===== src/rtl/multicycle_ctrl_pkg.sv =====
// Shared types and constants for the multicycle RISC-V control unit.
//   state_t   : FSM states (also exported on state_dbg)
//   iclass_t  : instruction class produced by ctrl_decode
//   constants : opcode/funct fields, immediate-select, ALU-op, mux-select
//               and trap-cause codes
package multicycle_ctrl_pkg;

  typedef enum logic [3:0] {
    FETCH    = 4'd0,
    DECODE   = 4'd1,
    EXEC_R   = 4'd2,
    EXEC_I   = 4'd3,
    WB_ALU   = 4'd4,
    WB_IMM   = 4'd5,
    MEM_ADDR = 4'd6,
    MEM_RD   = 4'd7,
    WB_MEM   = 4'd8,
    MEM_WR   = 4'd9,
    BRANCH   = 4'd10,
    BR_TAKEN = 4'd11,
    NEXT_PC  = 4'd12,
    TRAP     = 4'd13
  } state_t;

  typedef enum logic [2:0] {
    CLS_R   = 3'd0,
    CLS_I   = 3'd1,
    CLS_LD  = 3'd2,
    CLS_SD  = 3'd3,
    CLS_BR  = 3'd4,
    CLS_LUI = 3'd5,
    CLS_ILL = 3'd6
  } iclass_t;

  localparam logic [6:0] OPC_OP     = 7'b0110011;
  localparam logic [6:0] OPC_OP_IMM = 7'b0010011;
  localparam logic [6:0] OPC_LOAD   = 7'b0000011;
  localparam logic [6:0] OPC_STORE  = 7'b0100011;
  localparam logic [6:0] OPC_BRANCH = 7'b1100011;
  localparam logic [6:0] OPC_LUI    = 7'b0110111;

  localparam logic [2:0] F3_ADD   = 3'b000;
  localparam logic [2:0] F3_LD_SD = 3'b011;
  localparam logic [2:0] F3_BEQ   = 3'b000;
  localparam logic [2:0] F3_BNE   = 3'b001;

  localparam logic [6:0] F7_ADD = 7'b0000000;
  localparam logic [6:0] F7_SUB = 7'b0100000;

  localparam logic [3:0] IMM_NONE = 4'd0;
  localparam logic [3:0] IMM_I    = 4'd1;
  localparam logic [3:0] IMM_B    = 4'd2;
  localparam logic [3:0] IMM_U    = 4'd3;
  localparam logic [3:0] IMM_S    = 4'd4;

  localparam logic [2:0] ALU_ADD = 3'd0;
  localparam logic [2:0] ALU_SUB = 3'd1;

  localparam logic [1:0] CAUSE_NONE    = 2'd0;
  localparam logic [1:0] CAUSE_ILLEGAL = 2'd1;
  localparam logic [1:0] CAUSE_TIMEOUT = 2'd2;

  localparam logic [1:0] WBS_ALU = 2'd0;
  localparam logic [1:0] WBS_MDR = 2'd1;
  localparam logic [1:0] WBS_IMM = 2'd2;

  localparam logic [1:0] SRCB_RS2  = 2'd0;
  localparam logic [1:0] SRCB_FOUR = 2'd1;
  localparam logic [1:0] SRCB_IMM  = 2'd2;

endpackage


===== src/rtl/multicycle_ctrl_if.sv =====
// Handshake to the shared instruction/data memory.
//   mem_req      : request, held until mem_ready is sampled
//   mem_we       : 1 = write (meaningful only with mem_req)
//   mem_addr_sel : 0 = PC, 1 = ALUOut
//   mem_ready    : one-cycle completion pulse from memory
interface multicycle_ctrl_if;
  logic mem_req;
  logic mem_we;
  logic mem_addr_sel;
  logic mem_ready;

  modport master (output mem_req, mem_we, mem_addr_sel, input mem_ready);
  modport slave  (input mem_req, mem_we, mem_addr_sel, output mem_ready);
endinterface


===== src/rtl/multicycle_ctrl_decode.sv =====
// Combinational instruction classifier.
//   instr   : instruction-register contents
//   iclass  : instruction class (CLS_ILL for unsupported encodings)
//   illegal : 1 when iclass is CLS_ILL
//   imm_sel : immediate type implied by the opcode alone
module ctrl_decode
  import multicycle_ctrl_pkg::*;
(
  input  logic [31:0] instr,
  output iclass_t     iclass,
  output logic        illegal,
  output logic [3:0]  imm_sel
);

  logic [6:0] opcode;
  logic [2:0] funct3;
  logic [6:0] funct7;
  logic       unused_fields;

  assign opcode = instr[6:0];
  assign funct3 = instr[14:12];
  assign funct7 = instr[31:25];
  assign unused_fields = ^{instr[24:15], instr[11:7]};

  always_comb begin
    iclass  = CLS_ILL;
    imm_sel = IMM_NONE;
    case (opcode)
      OPC_OP: begin
        if (funct3 == F3_ADD && (funct7 == F7_ADD || funct7 == F7_SUB))
          iclass = CLS_R;
      end
      OPC_OP_IMM: begin
        imm_sel = IMM_I;
        if (funct3 == F3_ADD) iclass = CLS_I;
      end
      OPC_LOAD: begin
        imm_sel = IMM_I;
        if (funct3 == F3_LD_SD) iclass = CLS_LD;
      end
      OPC_STORE: begin
        imm_sel = IMM_S;
        if (funct3 == F3_LD_SD) iclass = CLS_SD;
      end
      OPC_BRANCH: begin
        imm_sel = IMM_B;
        if (funct3 == F3_BEQ || funct3 == F3_BNE) iclass = CLS_BR;
      end
      OPC_LUI: begin
        imm_sel = IMM_U;
        iclass  = CLS_LUI;
      end
      default: ;
    endcase
  end

  assign illegal = (iclass == CLS_ILL);

endmodule


===== src/rtl/multicycle_ctrl.sv =====
// Moore control FSM for the 64-bit multicycle RISC-V datapath.
//   clk, reset   : rising-edge clock, asynchronous active-low reset
//   instr        : IR contents; alu_zero : ALU zero flag
//   mem          : memory handshake (master side)
//   ir_write, pc_write, pc_src, reg_write, wb_sel, alu_src_a, alu_src_b,
//   alu_op, imm_sel : datapath controls
//   trap, trap_cause : sticky trap indication; state_dbg : current state
module multicycle_ctrl
  import multicycle_ctrl_pkg::*;
#(
  parameter int MEM_TIMEOUT = 255,
  parameter int TO_W        = 16
) (
  input  logic               clk,
  input  logic               reset,
  input  logic [31:0]        instr,
  input  logic               alu_zero,
  multicycle_ctrl_if.master  mem,
  output logic               ir_write,
  output logic               pc_write,
  output logic               pc_src,
  output logic               reg_write,
  output logic [1:0]         wb_sel,
  output logic               alu_src_a,
  output logic [1:0]         alu_src_b,
  output logic [2:0]         alu_op,
  output logic [3:0]         imm_sel,
  output logic               trap,
  output logic [1:0]         trap_cause,
  output logic [3:0]         state_dbg
);

  state_t          state, state_next;
  logic            run;
  logic [TO_W-1:0] to_cnt;
  logic [3:0]      imm_q;
  logic [1:0]      cause_q, cause_next;

  iclass_t         iclass;
  logic            illegal;
  logic [3:0]      imm_dec;

  logic            waiting;
  logic            to_hit;
  logic            taken;
  logic            req, we, addr_sel;

  ctrl_decode u_decode (
    .instr   (instr),
    .iclass  (iclass),
    .illegal (illegal),
    .imm_sel (imm_dec)
  );

  // run holds off the first fetch request until one clock after reset
  // release, so every output is 0 while reset is asserted.
  assign waiting = run && (state inside {FETCH, MEM_RD, MEM_WR});
  // A ready pulse in the limit cycle takes priority over the timeout.
  assign to_hit  = waiting && !mem.mem_ready &&
                   (to_cnt == TO_W'(MEM_TIMEOUT - 1));
  assign taken   = ((instr[14:12] == F3_BEQ) &&  alu_zero) ||
                   ((instr[14:12] == F3_BNE) && !alu_zero);

  always_ff @(posedge clk or negedge reset) begin
    if (!reset) begin
      state   <= FETCH;
      run     <= 1'b0;
      to_cnt  <= '0;
      imm_q   <= IMM_NONE;
      cause_q <= CAUSE_NONE;
    end else begin
      state   <= state_next;
      run     <= 1'b1;
      cause_q <= cause_next;
      if (state_next != state)
        to_cnt <= '0;
      else if (waiting && !mem.mem_ready)
        to_cnt <= to_cnt + TO_W'(1);
      if (state == DECODE)
        imm_q <= imm_dec;
      else if (state_next == FETCH)
        imm_q <= IMM_NONE;
    end
  end

  always_comb begin
    state_next = state;
    cause_next = cause_q;
    req        = 1'b0;
    we         = 1'b0;
    addr_sel   = 1'b0;
    ir_write   = 1'b0;
    pc_write   = 1'b0;
    pc_src     = 1'b0;
    reg_write  = 1'b0;
    wb_sel     = WBS_ALU;
    alu_src_a  = 1'b0;
    alu_src_b  = SRCB_RS2;
    alu_op     = ALU_ADD;

    case (state)
      FETCH: begin
        if (run) begin
          req = 1'b1;
          if (mem.mem_ready) begin
            ir_write   = 1'b1;
            state_next = DECODE;
          end else if (to_hit) begin
            state_next = TRAP;
            cause_next = CAUSE_TIMEOUT;
          end
        end
      end
      DECODE: begin
        // Branch target PC+imm is formed here, ahead of the compare.
        alu_src_b = SRCB_IMM;
        case (iclass)
          CLS_R:   state_next = EXEC_R;
          CLS_I:   state_next = EXEC_I;
          CLS_LD,
          CLS_SD:  state_next = MEM_ADDR;
          CLS_BR:  state_next = BRANCH;
          CLS_LUI: state_next = WB_IMM;
          default: state_next = TRAP;
        endcase
        if (illegal) cause_next = CAUSE_ILLEGAL;
      end
      EXEC_R: begin
        alu_src_a  = 1'b1;
        alu_op     = instr[30] ? ALU_SUB : ALU_ADD;
        state_next = WB_ALU;
      end
      EXEC_I: begin
        alu_src_a  = 1'b1;
        alu_src_b  = SRCB_IMM;
        state_next = WB_ALU;
      end
      WB_ALU, WB_IMM, WB_MEM: begin
        reg_write  = 1'b1;
        wb_sel     = (state == WB_ALU) ? WBS_ALU :
                     (state == WB_MEM) ? WBS_MDR : WBS_IMM;
        alu_src_b  = SRCB_FOUR;
        pc_write   = 1'b1;
        state_next = FETCH;
      end
      MEM_ADDR: begin
        alu_src_a  = 1'b1;
        alu_src_b  = SRCB_IMM;
        state_next = (iclass == CLS_LD) ? MEM_RD : MEM_WR;
      end
      MEM_RD, MEM_WR: begin
        req      = 1'b1;
        addr_sel = 1'b1;
        we       = (state == MEM_WR);
        if (mem.mem_ready) begin
          state_next = (state == MEM_RD) ? WB_MEM : NEXT_PC;
        end else if (to_hit) begin
          state_next = TRAP;
          cause_next = CAUSE_TIMEOUT;
        end
      end
      BRANCH: begin
        alu_src_a  = 1'b1;
        alu_op     = ALU_SUB;
        state_next = taken ? BR_TAKEN : NEXT_PC;
      end
      BR_TAKEN: begin
        pc_write   = 1'b1;
        pc_src     = 1'b1;
        state_next = FETCH;
      end
      NEXT_PC: begin
        alu_src_b  = SRCB_FOUR;
        pc_write   = 1'b1;
        state_next = FETCH;
      end
      TRAP: ;
      default: state_next = FETCH;
    endcase
  end

  assign mem.mem_req      = req;
  assign mem.mem_we       = we;
  assign mem.mem_addr_sel = addr_sel;

  assign imm_sel    = (state == DECODE) ? imm_dec : imm_q;
  assign trap       = (state == TRAP);
  assign trap_cause = cause_q;
  assign state_dbg  = state;

endmodule


===== src/flat_wrapper.sv =====
// flat-port wrapper written by rule: the top's interface ports become plain ports
module multicycle_ctrl_flat import multicycle_ctrl_pkg::*;
#(
  parameter int MEM_TIMEOUT = 255,
  parameter int TO_W        = 16
)
  (clk, reset, instr, alu_zero, ir_write, pc_write, pc_src, reg_write, wb_sel, alu_src_a, alu_src_b, alu_op, imm_sel, trap, trap_cause, state_dbg, mem_mem_req, mem_mem_we, mem_mem_addr_sel, mem_mem_ready);
  multicycle_ctrl_if mem_i ();
  input  logic clk;
  input  logic reset;
  input  logic [31:0] instr;
  input  logic alu_zero;
  output logic ir_write;
  output logic pc_write;
  output logic pc_src;
  output logic reg_write;
  output logic [1:0] wb_sel;
  output logic alu_src_a;
  output logic [1:0] alu_src_b;
  output logic [2:0] alu_op;
  output logic [3:0] imm_sel;
  output logic trap;
  output logic [1:0] trap_cause;
  output logic [3:0] state_dbg;
  output wire logic [$bits(mem_i.mem_req)-1:0] mem_mem_req;
  output wire logic [$bits(mem_i.mem_we)-1:0] mem_mem_we;
  output wire logic [$bits(mem_i.mem_addr_sel)-1:0] mem_mem_addr_sel;
  input wire logic [$bits(mem_i.mem_ready)-1:0] mem_mem_ready;
  assign mem_mem_req = mem_i.mem_req;
  assign mem_mem_we = mem_i.mem_we;
  assign mem_mem_addr_sel = mem_i.mem_addr_sel;
  assign mem_i.mem_ready = mem_mem_ready;
  multicycle_ctrl #(.MEM_TIMEOUT(MEM_TIMEOUT), .TO_W(TO_W)) u_core (.clk(clk), .reset(reset), .instr(instr), .alu_zero(alu_zero), .mem(mem_i), .ir_write(ir_write), .pc_write(pc_write), .pc_src(pc_src), .reg_write(reg_write), .wb_sel(wb_sel), .alu_src_a(alu_src_a), .alu_src_b(alu_src_b), .alu_op(alu_op), .imm_sel(imm_sel), .trap(trap), .trap_cause(trap_cause), .state_dbg(state_dbg));
endmodule

===== config.mk =====
export PLATFORM = sky130hd
export DESIGN_NAME = multicycle_ctrl_flat
export DESIGN_NICKNAME = d
export VERILOG_FILES = /design/src/rtl/multicycle_ctrl_pkg.sv /design/src/rtl/multicycle_ctrl_if.sv /design/src/rtl/multicycle_ctrl_decode.sv /design/src/rtl/multicycle_ctrl.sv /design/src/flat_wrapper.sv
export SDC_FILE = /design/constraint.sdc
export NUM_CORES = 1
export LEC_CHECK = 0
export BUFFER_PORTS_ARGS = -buffer_cell sky130_fd_sc_hd__clkbuf_2
export CAP_MARGIN = 20
export CORE_AREA = 5 5 78 80
export CTS_CLUSTER_SIZE = 12
export DETAILED_ROUTE_END_ITERATION = 12
export DIE_AREA = 0 0 83 85
export PLACE_DENSITY = 0.75
export SETUP_SLACK_MARGIN = 0.4
export SLEW_MARGIN = 20
export SYNTH_ARGS = -nofsm -noshare
export SYNTH_HDL_FRONTEND = slang
export SYNTH_SLANG_ARGS = --single-unit

===== constraint.sdc =====
create_clock -name clk -period 2.4 [get_ports clk]
set_input_delay 0.72 -clock clk [delete_from_list [all_inputs] [get_ports clk]]
set_output_delay 0.72 -clock clk [all_outputs]
set_load 0.005 [all_outputs]

==> impl_metrics.yaml <==
run_status:
  status: "complete, but fails checks"
  violations: "negative setup slack"
global_route:
  gr-usage-met3_pct: 2.52
  grt_pass1_wl_um: 13400
  grt_pass1_vias: 2787
  grt_overflow: 0
  grt_max_degree: 27
  met2_usage_pct: 41.8
  antenna_found_initial: 0
  grtUsageTotal_pct: 22.9
  top_usage_layer: "met2"
  use_met1_pct: 27.6
pwr:
  p_leak_nw: 1.81
  peakVddDrop_mv: 0.544
  clockPowerShare_pct: 11.3
  power_density_nw_per_um2: 762
  p_int_mw: 1.79
  swShare_pct: 44.7
  p_total_mw: 3.23
  switchingPower_mw: 1.45
  combPwrFrac_pct: 72.8
  seqPwrFrac_pct: 15.9
logic_synthesis:
  synth_top_cells_by_count: "dfrtp_1 (26), nand3_1 (20), nor2_1 (20)"
  yosys.area.top_type_share_pct: 26.0
  synth-seq-cells: 26
  yosysWarningCount: 0
  async_flop_share_pct: 100
  synthMostInstantiatedCell: "dfrtp_1"
  synth_cell_types: 74
  ys_seq_area_share_pct: 26.0
  avgSynthCellArea_um2: 8.36
  yosys.area.top_type: "dfrtp_1"
  synth_edf_count: 0
  synth_area_um2: 2500
  synthTopCellsByArea: "dfrtp_1 (26%), nor4_2 (4.5%), xnor2_1 (4.2%)"
  synthCells: 299
  synthFlopType: "dfrtp_1"
placement:
  dp_worst_setup_slack_ps: -437
  dpl.hpwl_um: 5190
  place_area_um2: 3150
  port_buffers: 43
  place.gp.congestion: 0.871
  placedCellCount: 447
final_layout:
  fin_util_pct: 79.5
  diodes: 0
  finalNetCount: 464
  fill_cells: 325
  drive_gt1_share_pct: 56.2
  design_area_um2: 4240
  finalNonFillerCells: 497
  area_delta_synth_final_pct: 69.8
worst_setup_path:
  critPathRequiredTime_ps: 2590
  cp_max_fo: 8
  crit_type: "in -> reg"
  cp-end-kind: "flop"
  cp-start-kind: "input port"
  worst_ep_arrival_time_ps: 2790
  r2r_cells: 9
routing:
  drc: 0
  ant_nets: 0
  routed_wl_um: 9870
  drt_iter0_drc: 254
  post_drt_wl_per_cell_um: 19.9
  vias: 3039
  via_per_inst: 6.11
  drt_first_pass_iters: 6
clock_tree:
  clkLatencyLatePin_ps: 280
  cts_root_buf: "clkbuf_8"
  cts.path.max_buffers: 2
  cts_tree: "done"
  cts-buffers-inserted: 3
  cts_hold_buf: 0
  clk_pin_slew_ps: 90
  htree_levels: 1
  clock-sinks: 26
min_path:
  hold_class: "in -> async"
floorplan:
  initial_core_util_pct: 46.8
  die_w_um: 83
  coreArea_um2: 5340
  ioPinCount: 62
  num_rows: 27
  die_area_um2: 7060
  die_y_um: 85
timing:
  tightestPinTransition_ps: 649
  setup_ws_ps: -201
  max_slew_margin_pct: 56.7
  clock_skew_ps: 2.29
  setup_viol: 27
  hold_violations: 0
  hold_ws_ps: 450
  max_freq_mhz: 384
  rsz0062_at_grt: "true"
  slew_viol_final: 0
  fin_crit_sh_pct: 108
  min_period_ps: 2600
  tns_ps: -3370
run:
  cap_violations: 0
[layout by cell type, fill, tap and decap left out, types with 6 or more instances in the layout]
| master | netlist | routed |
|---|---|---|
| clkbuf_2 | 1 | 26 |
| dfrtp_1 | 26 | 24 |
| nor4_4 | 1 | 12 |
| buf_6 | 2 | 31 |
| nand3_1 | 20 | 20 |
| inv_1 | 13 | 7 |
| nor2_1 | 20 | 12 |
| buf_4 | 6 | 64 |
| buf_2 | 10 | 11 |
| a31oi_1 | 7 | 6 |
| nand2_1 | 19 | 16 |
| nor4_1 | 12 | 6 |
| a21oi_1 | 11 | 8 |
| xnor2_1 | 12 | 12 |
| nand4_1 | 10 | 10 |
[state kept, by name, summed over array words and instances, names as in the netlist]
signal and cells:
u_core.to_cnt 16, u_core.trap_cause 2, u_core.imm_q 3, u_core.run 1
u_core.state_dbg 4
[final cells by class]
type / count / area [um^2] / area share [%]
multi-input combinational: 238 / 2120 / 50.1
timing repair buffer: 144 / 1250 / 29.5
sequential: 26 / 653 / 15.4
tap: 72 / 90.1 / 2.12
inverter: 13 / 53.8 / 1.27
clock buffer: 3 / 41.3 / 0.973
clock inverter: 1 / 30.0 / 0.708
[critical path: stages]
cell	delay, ps
clkbuf_2	110
or4b_4	530
a211oi_2	240
nor4b_1	100
buf_4	170
a211oi_4	340
o211ai_4	160
clkbuf_16	210
nor4_2	210
[power groups by stage]
stage               clock (mW)  combinational [mW]  sequential, mW
finish                   0.366                2.35           0.513
global route             0.388                2.46           0.515
CTS                      0.373                1.91           0.500
detailed placement           0                1.41           0.513
global placement             0                1.39           0.512
floorplan                    0               0.888           0.497
[metal layers]
layer,vias to the layer above,part of all wire (%)
met4,0,4.2
li1,1375,-
met1,1475,38
met3,36,5.4
met5,-,0
met2,153,52
[repair_timing]
action / CTS / global route
buffers inserted: 27 / 16
setup endpoints to repair: 42 / 42
cloned: 1 / 2
resized for setup: 64 / 86
pin swaps: 13 / 29
[kinds of logic after synthesis]
logic type      share of synthesized area [%]
flops                                    26.0
simple gates                             37.3
fa+ha+maj                                1.00
xor+xnor                                 5.96
compound gates                           20.1
mux                                      1.25
buf+inv                                  8.06
other cells                             0.301
[final timing paths]
kind | from | to | slack [ps]
min reg2reg | u_core.trap_cause[0] | u_core.trap_cause[0] | 480
max | instr[13] | u_core.to_cnt[14] | -200
max in group asynchronous | reset | u_core.state_dbg[2] | 1500
min | reset | u_core.to_cnt[4] | 450
min in group clk | u_core.trap_cause[0] | u_core.trap_cause[0] | 480
max reg2reg | u_core.state_dbg[1] | u_core.imm_q[0] | -130
Power figures use the tool's default switching activity.
